--- src/rtl/fifo_read_scheduler.sv ---
// Row-skewed read sequencer for a bank of input-activation FIFOs feeding a systolic array.
// Optional SCHED_AUTO_CLEAR_EN adds a one-cycle CLEAR state that pulses fifo_rclear low after each burst.
module fifo_read_scheduler #(
    parameter int unsigned NUM_FIFOS = 4,
    parameter int unsigned LEN_W     = 12
) (
    input  logic                 clk,
    input  logic                 reset,
    input  logic                 start,
    input  logic [LEN_W-1:0]     burst_len,
    input  logic [NUM_FIFOS-1:0] fifo_empty,
    output logic [NUM_FIFOS-1:0] fifo_r_en,
    output logic                 fifo_rclear,
    output logic [NUM_FIFOS-1:0] valid_out,
    output logic                 busy,
    output logic                 done,
    output logic [15:0]          stall_cycles
);

    localparam int unsigned T_W  = LEN_W + 5;
    localparam int unsigned ST_W = 3;

    localparam logic [ST_W-1:0] S_IDLE  = 3'd0;
    localparam logic [ST_W-1:0] S_RUN   = 3'd1;
    localparam logic [ST_W-1:0] S_DRAIN = 3'd2;
    localparam logic [ST_W-1:0] S_DONE  = 3'd3;
`ifdef SCHED_AUTO_CLEAR_EN
    localparam logic [ST_W-1:0] S_CLEAR = 3'd4;
`endif

    logic [ST_W-1:0]      state_q, state_d;
    logic [LEN_W-1:0]     len_q, len_d;
    logic [T_W-1:0]       t_q, t_d;
    logic [15:0]          stall_q, stall_d;
    logic [NUM_FIFOS-1:0] valid_q;
    logic                 busy_q;
    logic                 done_q;
    logic                 rclear_q;

    logic [NUM_FIFOS-1:0] lane_active;
    logic                 stall;
    logic [T_W-1:0]       t_last;

    // Lane i is in its read window once the skew offset has elapsed and until len words are taken.
    always_comb begin
        lane_active = '0;
        for (int i = 0; i < int'(NUM_FIFOS); i++) begin
            lane_active[i] = (t_q >= T_W'(i)) && ((t_q - T_W'(i)) < T_W'(len_q));
        end
    end

    assign stall     = |(lane_active & fifo_empty);
    assign t_last    = T_W'(len_q) + T_W'(NUM_FIFOS - 2);
    assign fifo_r_en = ((state_q == S_RUN) && !stall) ? lane_active : '0;

    always_comb begin
        state_d = state_q;
        len_d   = len_q;
        t_d     = t_q;
        stall_d = stall_q;
        case (state_q)
            S_IDLE: begin
                if (start) begin
                    if (burst_len != '0) begin
                        len_d   = burst_len;
                        t_d     = '0;
                        stall_d = '0;
                        state_d = S_RUN;
                    end else begin
                        state_d = S_DONE;
                    end
                end
            end
            S_RUN: begin
                // A stall freezes every lane so the row skew is never disturbed.
                if (stall) begin
                    if (stall_q != 16'hFFFF) begin
                        stall_d = stall_q + 16'd1;
                    end
                end else if (t_q == t_last) begin
                    state_d = S_DRAIN;
                end else begin
                    t_d = t_q + T_W'(1);
                end
            end
            S_DRAIN: state_d = S_DONE;
`ifdef SCHED_AUTO_CLEAR_EN
            S_DONE:  state_d = S_CLEAR;
            S_CLEAR: state_d = S_IDLE;
`else
            S_DONE:  state_d = S_IDLE;
`endif
            default: state_d = S_IDLE;
        endcase
    end

    always_ff @(posedge clk) begin
        if (reset) begin
            state_q  <= S_IDLE;
            len_q    <= '0;
            t_q      <= '0;
            stall_q  <= '0;
            valid_q  <= '0;
            busy_q   <= 1'b0;
            done_q   <= 1'b0;
            rclear_q <= 1'b0;
        end else begin
            state_q  <= state_d;
            len_q    <= len_d;
            t_q      <= t_d;
            stall_q  <= stall_d;
            valid_q  <= fifo_r_en;
            busy_q   <= (state_d != S_IDLE);
            done_q   <= (state_d == S_DONE);
`ifdef SCHED_AUTO_CLEAR_EN
            rclear_q <= (state_d != S_CLEAR);
`else
            rclear_q <= 1'b1;
`endif
        end
    end

    assign valid_out    = valid_q;
    assign busy         = busy_q;
    assign done         = done_q;
    assign fifo_rclear  = rclear_q;
    assign stall_cycles = stall_q;

endmodule

--- config.mk ---
export PLATFORM = sky130hd
export DESIGN_NAME = fifo_read_scheduler
export DESIGN_NICKNAME = d
export VERILOG_FILES = /design/src/rtl/fifo_read_scheduler.sv
export SDC_FILE = /design/constraint.sdc
export NUM_CORES = 1
export LEC_CHECK = 0
export ABC_CLOCK_PERIOD_IN_PS = 9260
export BUFFER_PORTS_ARGS = -buffer_cell sky130_fd_sc_hd__buf_4
export CAP_MARGIN = 5
export CORE_MARGIN = 5
export CORE_UTILIZATION = 30
export DETAILED_ROUTE_END_ITERATION = 6
export PLACE_DENSITY_LB_ADDON = 0.12
export SLEW_MARGIN = 10
export SYNTH_ARGS = -nofsm -noshare
export SYNTH_HDL_FRONTEND = slang
export SYNTH_SLANG_ARGS = --single-unit
--- constraint.sdc ---
create_clock -name clk -period 9.26 [get_ports clk]
set_clock_uncertainty 0.2 [all_clocks]
set_input_delay 2.778 -clock clk [delete_from_list [all_inputs] [get_ports clk]]
set_output_delay 2.778 -clock clk [all_outputs]
set_load 0.02 [all_outputs]
# Word-level counts from Yosys, hierarchy flattened
# Index checks and enable logic that the tools add are counted.
# word_totals
regBits	55
input_bits	19
# op_classes
n_addsub	6
magnitude_cmp	8
eq_ne	11
muxes	17
bitwise_logic	1
reduce_logical	14
# op_table
cell	count
$lt A17 B12 Y1	4
$mux W17	4
$mux W16	4
$ge A17 B1 Y1 const B	2
$ge A17 B2 Y1 const B	2
$pmux W17 S2	1
$sub A17 B2 Y17 const B	2
$pmux W16 S2	1
$add A17 B1 Y17 const B	1
$eq A17 B13 Y1	1
$sub A17 B1 Y17 const B	1
$add A16 B1 Y16 const B	1
$ne A16 B16 Y1 const B	1
$add A12 B2 Y13 const B	1
$reduce_bool A12 Y1	1
$ne A2 B2 Y1 const B	5
$reduce_and A5 Y1	2
$mux W3	3
$pmux W3 S3	1
$eq A3 B2 Y1 const B	2
$logic_and A1 B1 Y1	5
$and A4 B4 Y4	1
$mux W4	1
$reduce_or A4 Y1	1
9 further kinds	9

# Logic depth before layout (Yosys ltp)
# Gate-level depths: netlist of run 1.
# depth
ltp_word	8
depth_mapped	18

# Least setup slack after synthesis of run 1
# OpenSTA, ideal clock, no wires.
# synth_timing
path_kind	input to output
start	input port fifo_empty[3]
end	output port fifo_r_en[1]
arrival_ns	4.193
slack_ns	2.089
cell_stages	5
cell_sequence	and4_1 > clkbuf_1 > or4_1 > clkbuf_1 > nor3_1
# synth_via
elab_chain_cells	5
# synth_rtl
element	line	rtl
start: declaration	11	input logic [NUM_FIFOS-1:0] fifo_empty,
$and A4 B4 Y4	52	assign stall = |(lane_active & fifo_empty);
$reduce_or A4 Y1	52	
$logic_not A1 Y1	54	assign fifo_r_en = ((state_q == S_RUN) && !stall) ? lane_active : '0;
$logic_and A1 B1 Y1	54	
$mux W4	54	
end: declaration	12	output logic [NUM_FIFOS-1:0] fifo_r_en,
# No other way between the ends.

# Worst setup path in the final report of run 1
# layout_timing
start	register t_q[2]
end	output port fifo_r_en[2]
# layout_via
elab_chain_cells	8
# layout_rtl
element	line	rtl
start: declaration	33	logic [T_W-1:0] t_q, t_d;
start signal: assignment	110	t_q <= t_d;
$sub A17 B1 Y17 or $sub A17 B2 Y17 (tied branches)	48	lane_active[i] = (t_q >= T_W'(i)) && ((t_q - T_W'(i)) < T_W'(len_q));
$lt A17 B12 Y1	48	
$logic_and A1 B1 Y1	48	
$and A4 B4 Y4	52	
$reduce_or A4 Y1	52	
$logic_not A1 Y1	54	
$logic_and A1 B1 Y1	54	
$mux W4 *	54	
# Every way passes the cells marked *; elsewhere a longest branch is shown, timed or not.

==> results.md, run 1 <==
* Outcome: completed
* Share of the synthesized area in the top cell type at 24.6%
* Port bufs at 45
* DR vias/cell at 5.35
* Worst Min Path Start: len_q[10]$_SDFFE_PP0P_
* Clock Path Buffers at 2
* Largest net degree at the start of global routing at 30
* CP endpoint kind: primary output
* Max-capacitance violation count at 0
* Max VDD drop at 0.0781 mV
* Hold crit path type: register to register
* Register area share after synthesis at 24.6%
* Final Cycle Share at 80.9%
* R2R cell count at 14
* Critical path class: register to primary output
* Largest cells by area after synthesis: dfxtp_1, ha_1, nand2_1
* Layout cells sized above 1 at 12.3%
* Rel. slew slack at 23.9%
* Commonest cells post-synth: nand2_1, dfxtp_1, ha_1, a21oi_1, nor2_1
* Area of the mapped netlist at 4470 um2
* Mapped Nets at 648
* Leakage power at 0.00196 uW
* Vias in the first global route at 4204
* CP Data Required Time at 6.28 ns
* CP startpoint: t_q[2]$_SDFFE_PP0P_
* DR DRC count at 0
* Synth Flop Type: dfxtp_1
* Post-DRT Antenna Nets at 0
* Max Freq at 0.134 GHz
* RR Startpoint: t_q[2]$_SDFFE_PP0P_
* Post-synth EDFFs at 0
* Ports at 46
* Final Setup Violations at 0
* Worst slew pin tran at 1.14 ns
* DRT iter0 DRCs at 216
* Utilization after layout at 34.8%
* Min Tclk post-route at 7.49 ns
* Fin nets at 672
* Area leader, netlist: dfxtp_1
* Detailed-route wire length at 13200 um
* WHS Path Cells at 2
* Fin. Hold Viols at 0
* Clock-pin slew on the worst setup and hold paths at 0.08 ns
* Synth async-reset ratio at 0%
* Mean Syn Cell Area at 7.76 um2
* Data arrival, critical path at 4.51 ns
* Initial antenna violation count at 0
* Cts repair resizes at 0
* Core Area at 14600 um2
* Full die area at 17400 um2
* Pre-CTS WS at 1.99 ns
* CTS buffer count at 5
* RSZ-0062 raised after global routing: no
* Fin. max-slew vios at 0
* Final HPWL DP at 10200 um
* ANT cells at 0
* Root Buffer: clkbuf_16
* Worst Path Max Fanout at 15
* Cell area after placement at 4930 um2
* Power density over the cells at 101 nW/um2
* H-Tree Level Count at 2
* Initial Utilization at 30.6%
* Final setup TNS at 0 ns
* Most frequent cell after synthesis: nand2_1
* Final worst setup slack at 1.77 ns
* Die W at 132 um
* # rows at 44
* Library cells used by synthesis at 55
* Flops & latches, synth at 55
* Post-Syn Instances at 576
* Die height at 132 um
* Crit start category: register
* All-Layer GR Usage at 15.3%
* Sink Count at 55
* Via count at 4200
* Total gr overflow at 0
* 1st-pass router iterations at 4
* Clk_lat worst skew at 0.31 ns
* Design area at 5080 um2
* First-pass GRT wire length at 22100 um
* CTS tree: built
* Gpl congestion at 0.890
* Drt wl/cell at 16.8 um
* Warnings from Yosys at 0
* Setup Buffers After CTS at 0
* Hold_buf cts at 0
* P&R area growth vs syn at 13.7%
[registers in the layout (all words and copies together) (netlist names)]
name,count
busy,1
len_q,12
state_q,3
valid_out,4
t_q,17
done,1
fifo_rclear,1
stall_cycles,16
[area by class of cell]
| type | count | area (um2) |
|---|---|---|
| well taps | 184 | 230 |
| repair buffers | 47 | 353 |
| multi-input cells | 464 | 3150 |
| flip-flops and latches | 55 | 1100 |
| fillers | 1543 | 9510 |
| clock buffers | 5 | 125 |
| inverters | 27 | 101 |
| clock inverters | 3 | 23.8 |
[per-stage QoR]
stage,std cells,total power [uW],hold slack (ns)
4_1_cts,785,524,0.290
3_5_place_dp,777,317,0.279
2_1_floorplan,576,292,0.251
3_3_place_gp,777,316,0.274
6_report,785,511,0.286
5_1_grt,785,539,0.324
[kinds of logic after synthesis]
| logic type | count (synthesis) | synth area share (%) |
|---|---|---|
| and+or+nand+nor | 234 | 28.0 |
| AOI/OAI and AO/OA | 126 | 17.5 |
| buffers and inverters | 57 | 5.09 |
| DFF | 55 | 24.6 |
| adders and majority gates | 53 | 14.8 |
| xor gates and xnor gates | 47 | 9.21 |
| muxes | 3 | 0.672 |
| other | 1 | 0.0839 |
[worst paths after layout]
check	to	slack, ns
worst max-delay path	fifo_r_en[2]	1.77
worst min-delay path	len_q[10]$_SDFFE_PP0P_	0.29
worst max register to register	t_q[4]$_SDFFE_PP0P_	4.51
worst min register to register	len_q[10]$_SDFFE_PP0P_	0.29
[where the power goes]
group | internal (uW) | switching [uW] | total, uW | leakage [uW]
combinational | 25.8 | 39.9 | 65.7 | 0.00144
sequential | 240 | 5.17 | 245 | 0.000445
clock | 102 | 98.3 | 200 | 0.0000717
total | 368 | 143 | 511 | 0.00196
[worst max-delay path, cell delays in order, from the launching register on]
cell and delay, ns:
dfxtp_1 0.70, inv_1 0.18, ha_1 0.25, a21o_1 0.21, nor2_1 0.23, nand2_1 0.11, xnor2_1 0.14, ha_1 0.32
nand4_1 0.10, a211oi_1 0.29, o311ai_0 0.23, and4_1 0.32, or4_1 0.71, nor3_1 0.24, buf_4 0.18
[placed cells by master, fill, tap and decap left out, types with 18 or more instances in the layout]
| master | netlist | routed |
|---|---|---|
| a21oi_1 | 44 | 44 |
| buf_4 | 0 | 47 |
| dfxtp_1 | 55 | 55 |
| ha_1 | 53 | 53 |
| inv_1 | 27 | 27 |
| nand2_1 | 59 | 59 |
| nand3_1 | 24 | 24 |
| nor2_1 | 36 | 36 |
| nor4_1 | 19 | 18 |
| o21ai_0 | 32 | 32 |
| xnor2_1 | 24 | 24 |
| xor2_1 | 23 | 23 |
[metal layers]
metal | routed length, um | track usage (%) | share of wire [%] | up-vias
met4 | 195 | 3.83 | 1.5 | 0
met5 | 0 | 0 | 0 | -
met1 | 6830 | 23.0 | 52 | 1966
met3 | 600 | 2.82 | 4.6 | 12
met2 | 5540 | 22.5 | 42 | 74
li1 | - | - | - | 2148
Note: power is estimated with default switching activity, not from simulation.
==> run 2: changes to the inputs <==
--- a/config.mk
+++ b/config.mk
@@ -5,7 +5,7 @@
 export SDC_FILE = /design/constraint.sdc
 export NUM_CORES = 1
 export LEC_CHECK = 0
-export ABC_CLOCK_PERIOD_IN_PS = 9260
+export ABC_CLOCK_PERIOD_IN_PS = 6200
 export BUFFER_PORTS_ARGS = -buffer_cell sky130_fd_sc_hd__buf_4
 export CAP_MARGIN = 5
 export CORE_MARGIN = 5
==> constraint.sdc (replaced) <==
create_clock -name clk -period 6.2 [get_ports clk]
set_clock_uncertainty 0.2 [all_clocks]
set_input_delay 1.86 -clock clk [delete_from_list [all_inputs] [get_ports clk]]
set_output_delay 1.86 -clock clk [all_outputs]
set_load 0.02 [all_outputs]
==> run 2 against run 1 <==
Via count increased by 0.93%; die area did not move; combinational power rose by 57%; clock-buffer cell count is 1 higher; hold slack better by 0.0047 ns; non-clock buffer count up 8; total power up 59%; largest cell class unchanged; register-to-register slack worse by 2.7 ns.
==> results.md, run 2 (synthesized netlist as in run 1, its figures left out) <==
* Die W at 132 um (unchanged)
* CP Data Required Time at 4.14 ns (-2.14 ns)
* Largest net degree at the start of global routing at 30 (unchanged)
* Initial Utilization at 30.6% (unchanged)
* Most frequent CP cell: or4_4
* Fin. Hold Viols at 0 (unchanged)
* Final HPWL DP at 10400 um (+1.4%)
* All-Layer GR Usage at 15.2% (-0.15 points)
* Clock-pin slew on the worst setup and hold paths at 0.07 ns (about the same)
* Gpl congestion at 0.902 (+1.3%)
* 1st-pass router iterations at 4 (unchanged)
* Top cell family by delay on the critical path: simple AND/OR/NAND/NOR gates
* # fillers at 1538 (-0.32%)
* Total gr overflow at 0 (unchanged)
* Via count at 4239 (+0.93%)
* Final setup TNS at 0 ns (unchanged)
* Crit path cell chain: or4_4 > nor2_1 > nand2_1 > xnor2_1 > ha_1 > nand4_1 > a211oi_1 > o311ai_0 > and4_1 > or4_4 > nor3_1 > buf_4
* Fin. max-slew vios at 0 (unchanged)
* Largest register FFs at 17 (unchanged)
* Worst Path Max Fanout at 12 (-3)
* First-pass GRT wire length at 21600 um (-2.4%)
* Max Freq at 0.167 GHz
* Crit start category: register
* P&R area growth vs syn at 16.0%
* Cell area after placement at 4990 um2 (+1.2%)
* Sink Count at 55 (unchanged)
* CP peak stage delay at 0.56 ns (-0.15 ns)
* Port bufs at 45 (unchanged)
* ANT cells at 0 (unchanged)
* Power density over the cells at 157 nW/um2 (+56%)
* Outcome: completed
* Worst Path Buf+Inv at 1 (-1)
* Max-capacitance violation count at 0 (unchanged)
* CTS buffer count at 5 (unchanged)
* DR DRC count at 0 (unchanged)
* Commonest non-fill, non-tap cell in the layout: nand2_1
* Critical path class: register to primary output
* Full die area at 17400 um2 (unchanged)
* Layout cells sized above 1 at 14.4% (+2.1 points)
* Initial antenna violation count at 0 (unchanged)
* Final Cycle Share at 96.6%
* Leakage power at 0.00202 uW (+3.2%)
* DR vias/cell at 5.35 (about the same)
* Clock Path Buffers at 2 (unchanged)
* Ports at 46 (unchanged)
* Hold crit path type: register to register
* Worst hold slack at 0.290 ns (+0.00471 ns)
* RSZ-0062 raised after global routing: no
* CP max stage cell: or4_4
* Utilization after layout at 35.5% (+0.69 points)
* Detailed-route wire length at 13300 um (+1.1%)
* DRT iter0 DRCs at 219 (+1.4%)
* CP endpoint kind: primary output
* Die height at 132 um (unchanged)
* Data arrival, critical path at 3.93 ns (-0.58 ns)
* Commonest cells after routing, fill and taps aside: nand2_1, buf_4, ha_1
* CTS tree: built
* Fin nets at 680 (+1.2%)
* Non-filler instance count after layout at 793 (+1.0%)
* Drt wl/cell at 16.8 um (about the same)
* Worst slew pin tran at 0.824 ns (-0.315 ns)
* Max VDD drop at 0.122 mV (+56%)
* Placed instance count at 785 (+1.0%)
* Clk_lat worst skew at 0.30 ns (about the same)
* Top reg by flops: t_q
* Design area at 5180 um2 (+2.0%)
* Setup Buffers After CTS at 0 (unchanged)
* Post-DRT Antenna Nets at 0 (unchanged)
* Final Setup Violations at 0 (unchanged)
* # rows at 44 (unchanged)
* Vias in the first global route at 4048 (-3.7%)
* Min Tclk post-route at 5.99 ns
* Root Buffer: clkbuf_16
* Rel. slew slack at 44.9% (+21 points)
* Core Area at 14600 um2 (unchanged)
* H-Tree Level Count at 2 (unchanged)
run 2: changes by cell type in the layout (fill, tap and decap cells not counted), moves of 2 or more:
cell	before	now
nor2_1	36	34
buf_4	47	55
dfxtp_2	0	3
nor2_2	0	2
dfxtp_1	55	52
run 2: per-stage QoR:
step | worst slack, ns | total power (uW)
final | 0.210 | 815
after global routing | 0.00451 | 858
after CTS | 0.0150 | 830
after detailed placement | 0.360 | 477
after global placement | 0.375 | 476
after floorplan | 0.371 | 437
run 2: power by group:
part	switching, uW	internal [uW]	total (uW)
sequential	7.55	358	366
clock	142	204	346
combinational	61.6	41.2	103
total	212	603	815
run 2: final cells by class:
cell class,instances,area (um2),area share (%)
Clock buffer,6,139,2.68
Sequential cell,55,1100,21.3
Multi-Input combinational cell,464,3160,60.9
Timing Repair Buffer,55,413,7.97
Tap cell,184,230,4.44
Inverter,27,101,1.96
Clock inverter,2,38.8,0.748
run 2: metal layers:
metal	GRT usage, %	vias to the layer above	share of wire [%]
li1	-	2163	-
met1	22.6	1995	52
met2	23.0	69	44
met3	2.18	12	3.1
met4	3.66	0	1.2
met5	0	-	0
run 2: final timing paths:
kind,startpoint,end,slack (ns),depth (start not counted)
worst max-delay path,t_q[4]$_SDFFE_PP0P_,fifo_r_en[2],0.21,12
worst min-delay path,t_q[16]$_SDFFE_PP0P_,t_q[16]$_SDFFE_PP0P_,0.29,2
worst max register to register,t_q[4]$_SDFFE_PP0P_,t_q[4]$_SDFFE_PP0P_,1.81,14
worst min register to register,t_q[16]$_SDFFE_PP0P_,t_q[16]$_SDFFE_PP0P_,0.29,2
run 2: repair_timing:
action,in CTS,in global routing
hold buffers,0,0
gates resized for setup,0,6
setup endpoints to repair,0,4
run 2: worst register-to-register path, cell delays in order (launching register included):
cell and delay (ns):
dfxtp_1 0.45, or3_4 0.46, or2_4 0.26, nor3_1 0.20, nand2_1 0.12, nor2_1 0.19
xor2_1 0.12, ha_1 0.31, o21ai_0 0.06, a21oi_1 0.26, o32ai_1 0.14, buf_4 0.17
or4b_1 0.79, or3_1 0.45, a21oi_1 0.14
